File: config.mk
export PLATFORM = sky130hd
export DESIGN_NAME = divider_flat
export DESIGN_NICKNAME = d
export VERILOG_FILES = /design/src/rtl/divider_if.sv /design/src/rtl/divider.sv /design/src/flat_wrapper.sv
export SDC_FILE = /design/constraint.sdc
export NUM_CORES = 1
export LEC_CHECK = 0
export CAP_MARGIN = 5
export CORE_MARGIN = 4
export CORE_UTILIZATION = 51
export DETAILED_ROUTE_END_ITERATION = 16
export GPL_ROUTABILITY_DRIVEN = 0
export HOLD_SLACK_MARGIN = 0.05
export PLACE_DENSITY = 0.73
export SLEW_MARGIN = 20
export SYNTH_ARGS = -nofsm -noshare
export SYNTH_HDL_FRONTEND = slang
export SYNTH_SLANG_ARGS = --single-unit
File: constraint.sdc
create_clock -name clock -period 5.5 [get_ports clock]
set_input_delay 0.55 -clock clock [delete_from_list [all_inputs] [get_ports clock]]
set_output_delay 0.55 -clock clock [all_outputs]
set_load 0.1 [all_outputs]
File: src/rtl/divider_if.sv
`default_nettype none
// ============================================================================
// Module      : divider_if
// Description : Operand, strobe and result bundle for the sequential divider.
// Revision    : 1.0
// ============================================================================
interface divider_if #(
    parameter int WIDTH = 32
);
    logic [WIDTH-1:0] data_operandA;
    logic [WIDTH-1:0] data_operandB;
    logic             ctrl_DIV;
    logic [WIDTH-1:0] data_result;
    logic             data_exception;
    logic             data_resultRDY;
    logic             data_busy;

    modport master (
        output data_operandA,
        output data_operandB,
        output ctrl_DIV,
        input  data_result,
        input  data_exception,
        input  data_resultRDY,
        input  data_busy
    );

    modport slave (
        input  data_operandA,
        input  data_operandB,
        input  ctrl_DIV,
        output data_result,
        output data_exception,
        output data_resultRDY,
        output data_busy
    );
endinterface
`default_nettype wire

File: src/rtl/divider.sv
`default_nettype none
// ============================================================================
// Module      : divider
// Description : Sequential signed restoring divider, one quotient bit/cycle.
// Revision    : 1.0
// ============================================================================
module divider #(
    parameter int WIDTH = 32
) (
    input  logic      clock,
    input  logic      reset,
    divider_if.slave  bus
);
    localparam int CNT_W = $clog2(WIDTH) + 1;

    localparam logic [1:0] S_IDLE = 2'd0;
    localparam logic [1:0] S_RUN  = 2'd1;
    localparam logic [1:0] S_FIX  = 2'd2;

    localparam logic [WIDTH-1:0] c_minVal = {1'b1, {(WIDTH-1){1'b0}}};
    localparam logic [WIDTH-1:0] c_allOne = {WIDTH{1'b1}};

    logic [1:0]       r_state;
    logic [1:0]       w_stateNext;

    logic [WIDTH-1:0] r_div;
    logic [WIDTH:0]   r_rem;
    logic [WIDTH-1:0] r_quo;
    logic [CNT_W-1:0] r_cnt;
    logic             r_negQ;
    logic             r_exc;

    logic [WIDTH-1:0] r_result;
    logic             r_exception;
    logic             r_resultRdy;

    logic [WIDTH-1:0] w_absA;
    logic [WIDTH-1:0] w_absB;
    logic             w_excCond;
    logic [WIDTH+1:0] w_trial;
    logic             w_lastIter;

    // |x| as plain two's-complement negation; the most negative value maps
    // onto itself, which reads correctly as unsigned 2^(WIDTH-1).
    assign w_absA = bus.data_operandA[WIDTH-1] ? (~bus.data_operandA + 1'b1) : bus.data_operandA;
    assign w_absB = bus.data_operandB[WIDTH-1] ? (~bus.data_operandB + 1'b1) : bus.data_operandB;

    assign w_excCond = (bus.data_operandB == '0) ||
                       ((bus.data_operandA == c_minVal) && (bus.data_operandB == c_allOne));

    // Trial subtraction carries one extra bit so its sign decides restore.
    assign w_trial    = {r_rem, r_quo[WIDTH-1]} - {2'b00, r_div};
    assign w_lastIter = (r_cnt == CNT_W'(WIDTH - 1));

    always_ff @(posedge clock or posedge reset) begin
        if (reset) begin
            r_state <= S_IDLE;
        end else begin
            r_state <= w_stateNext;
        end
    end

    always_comb begin
        w_stateNext = r_state;
        case (r_state)
            S_IDLE:  w_stateNext = S_IDLE;
            S_RUN:   if (w_lastIter) w_stateNext = S_FIX;
            S_FIX:   w_stateNext = S_IDLE;
            default: w_stateNext = S_IDLE;
        endcase
        if (bus.ctrl_DIV) begin
            w_stateNext = w_excCond ? S_FIX : S_RUN;
        end
    end

    always_ff @(posedge clock or posedge reset) begin
        if (reset) begin
            r_div       <= '0;
            r_rem       <= '0;
            r_quo       <= '0;
            r_cnt       <= '0;
            r_negQ      <= 1'b0;
            r_exc       <= 1'b0;
            r_result    <= '0;
            r_exception <= 1'b0;
            r_resultRdy <= 1'b0;
        end else if (bus.ctrl_DIV) begin
            r_div       <= w_absB;
            r_quo       <= w_absA;
            r_rem       <= '0;
            r_cnt       <= '0;
            r_negQ      <= bus.data_operandA[WIDTH-1] ^ bus.data_operandB[WIDTH-1];
            r_exc       <= w_excCond;
            r_result    <= '0;
            r_exception <= 1'b0;
            r_resultRdy <= 1'b0;
        end else begin
            r_resultRdy <= 1'b0;
            case (r_state)
                S_RUN: begin
                    if (!w_trial[WIDTH+1]) begin
                        r_rem <= w_trial[WIDTH:0];
                    end else begin
                        r_rem <= {r_rem[WIDTH-1:0], r_quo[WIDTH-1]};
                    end
                    r_quo <= {r_quo[WIDTH-2:0], ~w_trial[WIDTH+1]};
                    r_cnt <= r_cnt + 1'b1;
                end
                S_FIX: begin
                    if (r_exc) begin
                        r_result <= '0;
                    end else if (r_negQ) begin
                        r_result <= ~r_quo + 1'b1;
                    end else begin
                        r_result <= r_quo;
                    end
                    r_exception <= r_exc;
                    r_resultRdy <= 1'b1;
                end
                default: ;
            endcase
        end
    end

    assign bus.data_result    = r_result;
    assign bus.data_exception = r_exception;
    assign bus.data_resultRDY = r_resultRdy;
    assign bus.data_busy      = (r_state != S_IDLE);

endmodule
`default_nettype wire

File: src/flat_wrapper.sv
// flat-port wrapper written by rule: the top's interface ports become plain ports
module divider_flat 
#(
    parameter int WIDTH = 32
)
  (clock, reset, bus_data_operandA, bus_data_operandB, bus_ctrl_DIV, bus_data_result, bus_data_exception, bus_data_resultRDY, bus_data_busy);
  divider_if #(.WIDTH(WIDTH)) bus_i ();
  input  logic clock;
  input  logic reset;
  input wire logic [$bits(bus_i.data_operandA)-1:0] bus_data_operandA;
  input wire logic [$bits(bus_i.data_operandB)-1:0] bus_data_operandB;
  input wire logic [$bits(bus_i.ctrl_DIV)-1:0] bus_ctrl_DIV;
  output wire logic [$bits(bus_i.data_result)-1:0] bus_data_result;
  output wire logic [$bits(bus_i.data_exception)-1:0] bus_data_exception;
  output wire logic [$bits(bus_i.data_resultRDY)-1:0] bus_data_resultRDY;
  output wire logic [$bits(bus_i.data_busy)-1:0] bus_data_busy;
  assign bus_i.data_operandA = bus_data_operandA;
  assign bus_i.data_operandB = bus_data_operandB;
  assign bus_i.ctrl_DIV = bus_ctrl_DIV;
  assign bus_data_result = bus_i.data_result;
  assign bus_data_exception = bus_i.data_exception;
  assign bus_data_resultRDY = bus_i.data_resultRDY;
  assign bus_data_busy = bus_i.data_busy;
  divider #(.WIDTH(WIDTH)) u_core (.clock(clock), .reset(reset), .bus(bus_i));
endmodule
## After elaboration in Yosys (flattened, before gate mapping)

Index checks and enable logic that the tools add are counted.

- Bits in registers: 141
- Bits of input ports: 67
- Output and inout port bits: 35

- Add/sub/neg operators: 5
- Equality and inequality tests: 6
- Multiplexer cells: 21
- Bitwise gates (word level): 5
- Reduce and logical (&&, ||, !) cells: 6

Operators by type and width:

| kind | number |
|---|---|
| $mux W32 | 8 |
| $mux W33 | 3 |
| $add A32 B1 Y32 const B | 3 |
| $not A32 Y32 | 3 |
| $eq A32 B32 Y1 const B | 2 |
| $sub A34 B32 Y34 | 1 |
| $logic_not A32 Y1 | 1 |
| $mux W6 | 2 |
| $mux W2 | 4 |
| $add A6 B1 Y6 const B | 1 |
| $eq A6 B5 Y1 const B | 1 |
| $reduce_bool A2 Y1 | 3 |
| $mux W1 | 4 |
| $ne A3 B2 Y1 const B | 1 |
| $eq A2 B1 Y1 const B | 1 |
| $eq A2 B2 Y1 const B | 1 |
| $logic_and A1 B1 Y1 | 1 |
| $logic_or A1 B1 Y1 | 1 |
| $not A1 Y1 | 1 |
| $xor A1 B1 Y1 | 1 |

## Depth between registers and ports, before layout

Gate-level depths: netlist (run 1).

- Word-level depth: 6
- Depth in mapped cells: 14

## Worst setup path before layout (run 1)

OpenSTA, ideal clock, no wires.

- Path kind: register to register
- Start: reg u_core.r_rem[21]
- End: reg u_core.r_rem[23]
- Setup time: 126 ps
- Data arrival time: 2829 ps
- Slack: 2546 ps
- Stages on the path, launching flop included: 13
- Buffers on the path: 3
- Period minus slack after synthesis: 2954 ps
- Path through: dfrtp_1 -> ha_1 -> a21o_1 -> a21o_1 -> a221oi_4 -> nand3_1 -> or3_1 -> a21o_1 -> buf_6 -> and2_4 -> buf_6 -> buf_6 -> o311a_1

- Word-level cells in the longest chain between the ends: 4

RTL lines:

| element | RTL line | RTL |
|---|---|---|
| start: declaration | divider.sv:27 | `logic [WIDTH:0] r_rem;` |
| start signal: assignment | divider.sv:102 | `r_rem <= w_trial[WIDTH:0];` |
| start signal: assignment | divider.sv:104 | `r_rem <= {r_rem[WIDTH-1:0], r_quo[WIDTH-1]};` |
| $sub A34 B32 Y34 | divider.sv:52 | `assign w_trial = {r_rem, r_quo[WIDTH-1]} - {2'b00, r_div};` |
| $mux W33 | divider.sv:101 | `if (!w_trial[WIDTH+1]) begin` |
| $mux W33 | divider.sv:99 | `case (r_state)` |
| $mux W33 | divider.sv:87 | `end else if (bus.ctrl_DIV) begin` |

Every way passes these cells. The select of a mux whose other input is x is not followed.
A chain may end at the register's enable or synchronous reset.

## Worst setup path after layout (run 1)

- Start: reg u_core.r_rem[3]
- End: reg u_core.r_rem[2]

The elaborated chain is that of the path after synthesis.

==> impl_metrics.toml, run 1 <==
[run_status]
run_status = "finished clean"

[global_routing]
grt_pass1_vias = 8433
grt_pass1_wl_um = 43400
grt.total_usage = 0.242
grt_max_degree = 110
antenna_found_initial = 0
grt_overflow = 0

[floorplanning]
dieArea_um2 = 22100
io_pins = 102
core_area_um2 = 19500
die_h_um = 149
start_util = 0.518
die_w_um = 149
rows = 51

[sta]
slew_violations = 0
final-hold-violation-count = 0
period_share = 0.699
clock.fmax_ghz = 0.260
slew_headroom = 0.331
period_needed_ns = 3.85
rsz0062_at_grt = "false"
setup_viol = 0
worstMarginPinSlew_ns = 1.00
finClkSkew_ns = 0.0103
finalSetupTns_ns = 0

[clocking]
cts_buffers = 17
cts_tree = "built"
cts_setup_buffers = 0
h-tree-depth = 4
clk_pin_slew_ns = 0.07
cts_root_buffer = "clkbuf_16"
clock_latency_ns = 0.43
holdBufCountCts = 0
post_cts_resized = 0
clk_path_buf_depth = 2
numClockSinks = 141

[route]
ant_nets = 0
drtIter0Drc = 858
wire_per_inst_um = 17.5
vias_per_cell = 5.95
vias = 9102
drt_pass1_iterations = 5
drt-total-wl_um = 26800
drc = 0

[synthesis]
async_flop_share = 1.00
synth_top_cell_by_area = "dfrtp_1"
synth.avg_cell_area_um2 = 8.42
syn-cell-area_um2 = 10100
ys_seq_elements = 141
synth_ff_type = "dfrtp_1"
synth_edf_count = 0
synth_common_cells = "dfrtp_1, nand2_1, nor2_1, o21ai_0, a21oi_1"
synth_area_leaders = "dfrtp_1, xor2_1, o21ai_0"
synth_top_area_share = 0.350
ys_types = 74
synth_cells = 1198
synth_warnings = 0
synth.most_common_cell = "dfrtp_1"
syn_nets = 1303
ys_seq_area_frac = 0.350

[setup_path]
critPathKind = "flop to flop"
cp_max_fo = 20
critPathSlowestCell = "nand3_1"
rr_endpoint = "u_core.r_rem[2]$_DFFE_PP0P_"
r2r_cells = 10
cp-end-kind = "flop"
r2r-start = "u_core.r_rem[3]$_DFFE_PP0P_"
crit_arrival_ns = 4.16
rrSetupSlack_ns = 1.65
critPathLaunch = "u_core.r_rem[3]$_DFFE_PP0P_"
crit_path_cell_trace = "ha_1, o211ai_1, a21oi_1, o2111ai_1, a2111oi_1, or3_1, nand3_1, buf_4, a21bo_2, a311oi_1"
crit_required_ns = 5.82
cpPeakStageDelay_ns = 0.56
startpoint_type = "flop"

[place]
io_buffers = 101
place_area_um2 = 11200
dp_hpwl_um = 19100

[power]
ir_drop_mv = 0.229
power.density_nw_per_um2 = 323
p_leak_uw = 0.00513

[layout]
fin_area_um2 = 11800
multi_input_area_um2 = 6070
n_antenna_cell = 0
drive_above_1_share = 0.0585
syn2layout_area_growth_pct = 17.1
layout.nets = 1358
nFillCells = 1750
regArea_um2 = 3530

[hold_path]
hp-class = "input pin to asynchronous set/reset pin"

[flow_run]
maxCapViolations = 0
==> metal layers <==
metal,global-route usage,part of all wire,up-vias
met5,0,0,-
met2,0.351,0.43,304
met4,0.0670,0.019,0
met3,0.0545,0.065,40
li1,-,-,4443
met1,0.363,0.48,4315
==> power by group <==
part	leakage, µW	total, µW	switching [µW]	internal [µW]
Clock	0.000282	1150	544	611
Sequential	0.00178	1290	135	1160
Combinational	0.00307	1360	846	517
==> registers in the layout, summed over array words and instances (netlist names) <==
name and count:
u_core.r_rem 33, u_core.r_exc 1, u_core.r_div 32, u_core.r_negQ 1
u_core.bus.data_result 32, u_core.r_state 2, u_core.r_quo 32, u_core.bus.data_exception 1
u_core.r_cnt 6, u_core.bus.data_resultRDY 1
==> layout by cell type, fill, tap and decap left out, types with 16 or more instances in the layout <==
cell,Yosys,layout
clkbuf_16,0,17
dfrtp_1,141,141
inv_1,48,47
nand2b_1,18,16
o311a_1,23,23
o31ai_1,26,26
nand2_1,122,122
clkdlybuf4s50_1,0,99
o21ai_0,104,104
ha_1,37,37
nand4_1,35,35
mux2i_1,26,26
xnor2_1,47,47
a21oi_1,79,78
nand3_1,23,23
xor2_1,68,68
nor2_1,122,121
==> stage by stage <==
stage	setup slack [ns]	hold slack [ns]	power [µW]	instances	util
after detailed placement	1.78	0.469	2640	1498	0.575
after global routing	1.39	0.496	4020	1531	0.607
after CTS	1.76	0.485	3800	1530	0.606
after floorplan	1.17	0.485	2300	1198	-
after global placement	1.98	0.461	2620	1498	0.575
final	1.65	0.455	3810	1531	0.607
==> cell type report <==
class / instances / area share
Multi-Input combinational cell: 934 / 0.514
Sequential cell: 141 / 0.299
Clock buffer: 17 / 0.0360
Timing Repair Buffer: 111 / 0.0930
Inverter: 48 / 0.0157
Tap cell: 265 / 0.0281
Clock inverter: 15 / 0.0148
==> critical path, delay by kind of cell, from the launching register on <==
family | cells | cell delay [ns]
AO/OA/AOI/OAI | 6 | 1.71
adder cells (fa/ha/maj) | 1 | 0.37
buffers and inverters | 1 | 0.47
flip-flops | 1 | 0.40
AND/OR/NAND/NOR | 2 | 0.78
==> worst max path at each step <==
stage | cells after the start | to | slack, ns
2_1_floorplan | 1 | u_core.bus.data_exception$_DFFE_PP0P_ | 1.17
3_3_place_gp | 10 | u_core.r_rem[2]$_DFFE_PP0P_ | 1.98
3_5_place_dp | 10 | u_core.r_rem[2]$_DFFE_PP0P_ | 1.78
4_1_cts | 10 | u_core.r_rem[2]$_DFFE_PP0P_ | 1.76
5_1_grt | 10 | u_core.r_rem[2]$_DFFE_PP0P_ | 1.39
6_report | 10 | u_core.r_rem[2]$_DFFE_PP0P_ | 1.65
==> cell families (layout without fill, tap and decap cells) <==
logic type,Yosys count,after routing,synth area share
and+or+nand+nor,402,402,0.192
AOI/OAI and AO/OA,352,352,0.233
DFF,141,141,0.350
buffers and inverters,123,191,0.0500
xor gates and xnor gates,115,115,0.0999
adders and majority gates,38,38,0.0479
muxes,27,27,0.0269
No activity file was read; power rests on OpenSTA's default activity.
==> run 2: changes to the inputs <==
- clock period: 5.5 -> 3.6 ns (I/O delays scaled with it)
==> impl_metrics.toml, run 2 (same netlist as run 1, synthesis figures left out) <==
[global_routing]
grt.total_usage = 0.247
grt_overflow = 0
antenna_found_initial = 0
grt_max_degree = 103
grt_pass1_vias = 8594
grt_pass1_wl_um = 44300

[sta]
finalSetupTns_ns = 0
final-hold-violation-count = 0
worstMarginPinSlew_ns = 1.00
clock.fmax_ghz = 0.309
period_needed_ns = 3.24
rsz0062_at_grt = "false"
worst_slack_ns = 0.364
slew_violations = 0
finClkSkew_ns = 0.0113
slew_headroom = 0.330
setup_viol = 0
period_share = 0.899

[floorplanning]
rows = 51
dieArea_um2 = 22100
die_w_um = 149
start_util = 0.518
die_h_um = 149
core_area_um2 = 19500
io_pins = 102

[route]
ant_nets = 0
vias = 9231
vias_per_cell = 5.98
drt_pass1_iterations = 5
drc = 0
drtIter0Drc = 707
drt-total-wl_um = 26900
wire_per_inst_um = 17.4

[hold_path]
hold_path_depth = 2
hp-class = "input pin to flop"

[setup_path]
critPathKind = "flop to flop"
critPathTopFamily = "compound AO/OA/AOI/OAI gates"
cp_num_cells = 10
critPathSlowestCell = "ha_1"
cp_max_fo = 15
startpoint_type = "flop"
cpPeakStageDelay_ns = 0.44
cp-end-kind = "flop"
r2r_cells = 10
crit_arrival_ns = 3.55
crit_path_cell_trace = "ha_1, a21o_1, o21bai_4, a221oi_4, nand3_1, or3_1, a21o_1, buf_4, a21bo_2, a311oi_1"
crit_required_ns = 3.91
crit_path_frequent_cell = "a21o_1"
critical_path_buf_inv_count = 1

[place]
place_inst = 1512
dp_hpwl_um = 19600
io_buffers = 101
pre_cts_slack_ns = 0.232

[layout]
finalNonFillerCells = 1544
drive_above_1_share = 0.0672
n_antenna_cell = 0
layout_commonest_cell = "dfrtp_1"
syn2layout_area_growth_pct = 18.1
regMostFlops = "u_core.r_rem"
post-route-util = 0.612
final_cell_mix = "dfrtp_1, nand2_1, nor2_1"
largest_reg_flops = 33
layout.nets = 1371

[clocking]
clk_pin_slew_ns = 0.07
cts_buffers = 17
cts_tree = "built"
clock_latency_ns = 0.43
numClockSinks = 141
holdBufCountCts = 0
clk_path_buf_depth = 2
h-tree-depth = 4
cts_root_buffer = "clkbuf_16"

[power]
clock_power_share = 0.301
sequentialPowerShare = 0.342
p_int_uw = 3520
p_comb_frac = 0.357
power.density_nw_per_um2 = 490
ir_drop_mv = 0.379
swShare = 0.397
switching_power_uw = 2320
p_leak_uw = 0.00519

[run_status]
run_status = "finished clean"

[flow_run]
maxCapViolations = 0
-- run 2: cell count changes in the layout (fill, tap and decap cells not counted), sizes merged --
cell           before  now
clkinvlp            3    4
clkinv              6    3
buf                12   24
inv                54   56
clkdlybuf4s50      99  100
-- run 2: stage by stage --
| step | instance area, µm² | hold slack (ns) | total power [µW] |
|---|---|---|---|
| 2_1_floorplan | 10100 | 0.485 | 3520 |
| 3_3_place_gp | 11300 | 0.461 | 4020 |
| 3_5_place_dp | 11300 | 0.469 | 4050 |
| 4_1_cts | 11900 | 0.411 | 5820 |
| 5_1_grt | 11900 | 0.447 | 6150 |
| 6_report | 11900 | 0.403 | 5840 |
-- run 2: path summary, 6_finish.rpt --
check	startpoint	endpoint	slack, ns
worst max-delay path	u_core.r_rem[19]$_DFFE_PP0P_	u_core.r_rem[30]$_DFFE_PP0P_	0.36
worst min-delay path	bus_ctrl_DIV	u_core.r_cnt[2]$_DFFE_PP0P_	0.40
worst min register to register	u_core.bus.data_result[26]$_DFFE_PP0P_	u_core.bus.data_result[26]$_DFFE_PP0P_	0.47
min in group asynchronous	reset	u_core.r_rem[6]$_DFFE_PP0P_	0.47
max in group asynchronous	reset	u_core.bus.data_result[2]$_DFFE_PP0P_	2.27
worst max register to register	u_core.r_rem[19]$_DFFE_PP0P_	u_core.r_rem[30]$_DFFE_PP0P_	0.36
-- run 2: what timing repair did --
item,in CTS,in global routing
setup endpoints to repair,0,1
setup buffers,0,0
resized for setup,0,1
-- run 2: power groups by stage --
stage | registers [µW] | clock network, µW | logic, µW
after floorplan | 2050 | 0 | 1460
after global placement | 2010 | 0 | 2020
after detailed placement | 2020 | 0 | 2040
after CTS | 1990 | 1780 | 2060
after global routing | 2020 | 1840 | 2290
final | 2000 | 1760 | 2080
-- run 2: final cells by class --
class	count	area [µm²]
clock inverter	15	163
timing repair buffer	124	1210
multi-input combinational	934	6070
sequential	141	3530
fill	1717	7560
inverter	48	184
tap	265	332
clock buffer	17	425
-- run 2: layer usage --
| metal | part of all wire | GRT usage | vias to the layer above |
|---|---|---|---|
| li1 | - | - | 4473 |
| met1 | 0.47 | 0.363 | 4431 |
| met2 | 0.45 | 0.386 | 300 |
| met3 | 0.069 | 0.0427 | 27 |
| met4 | 0.0091 | 0.0499 | 0 |
| met5 | 0 | 0 | - |
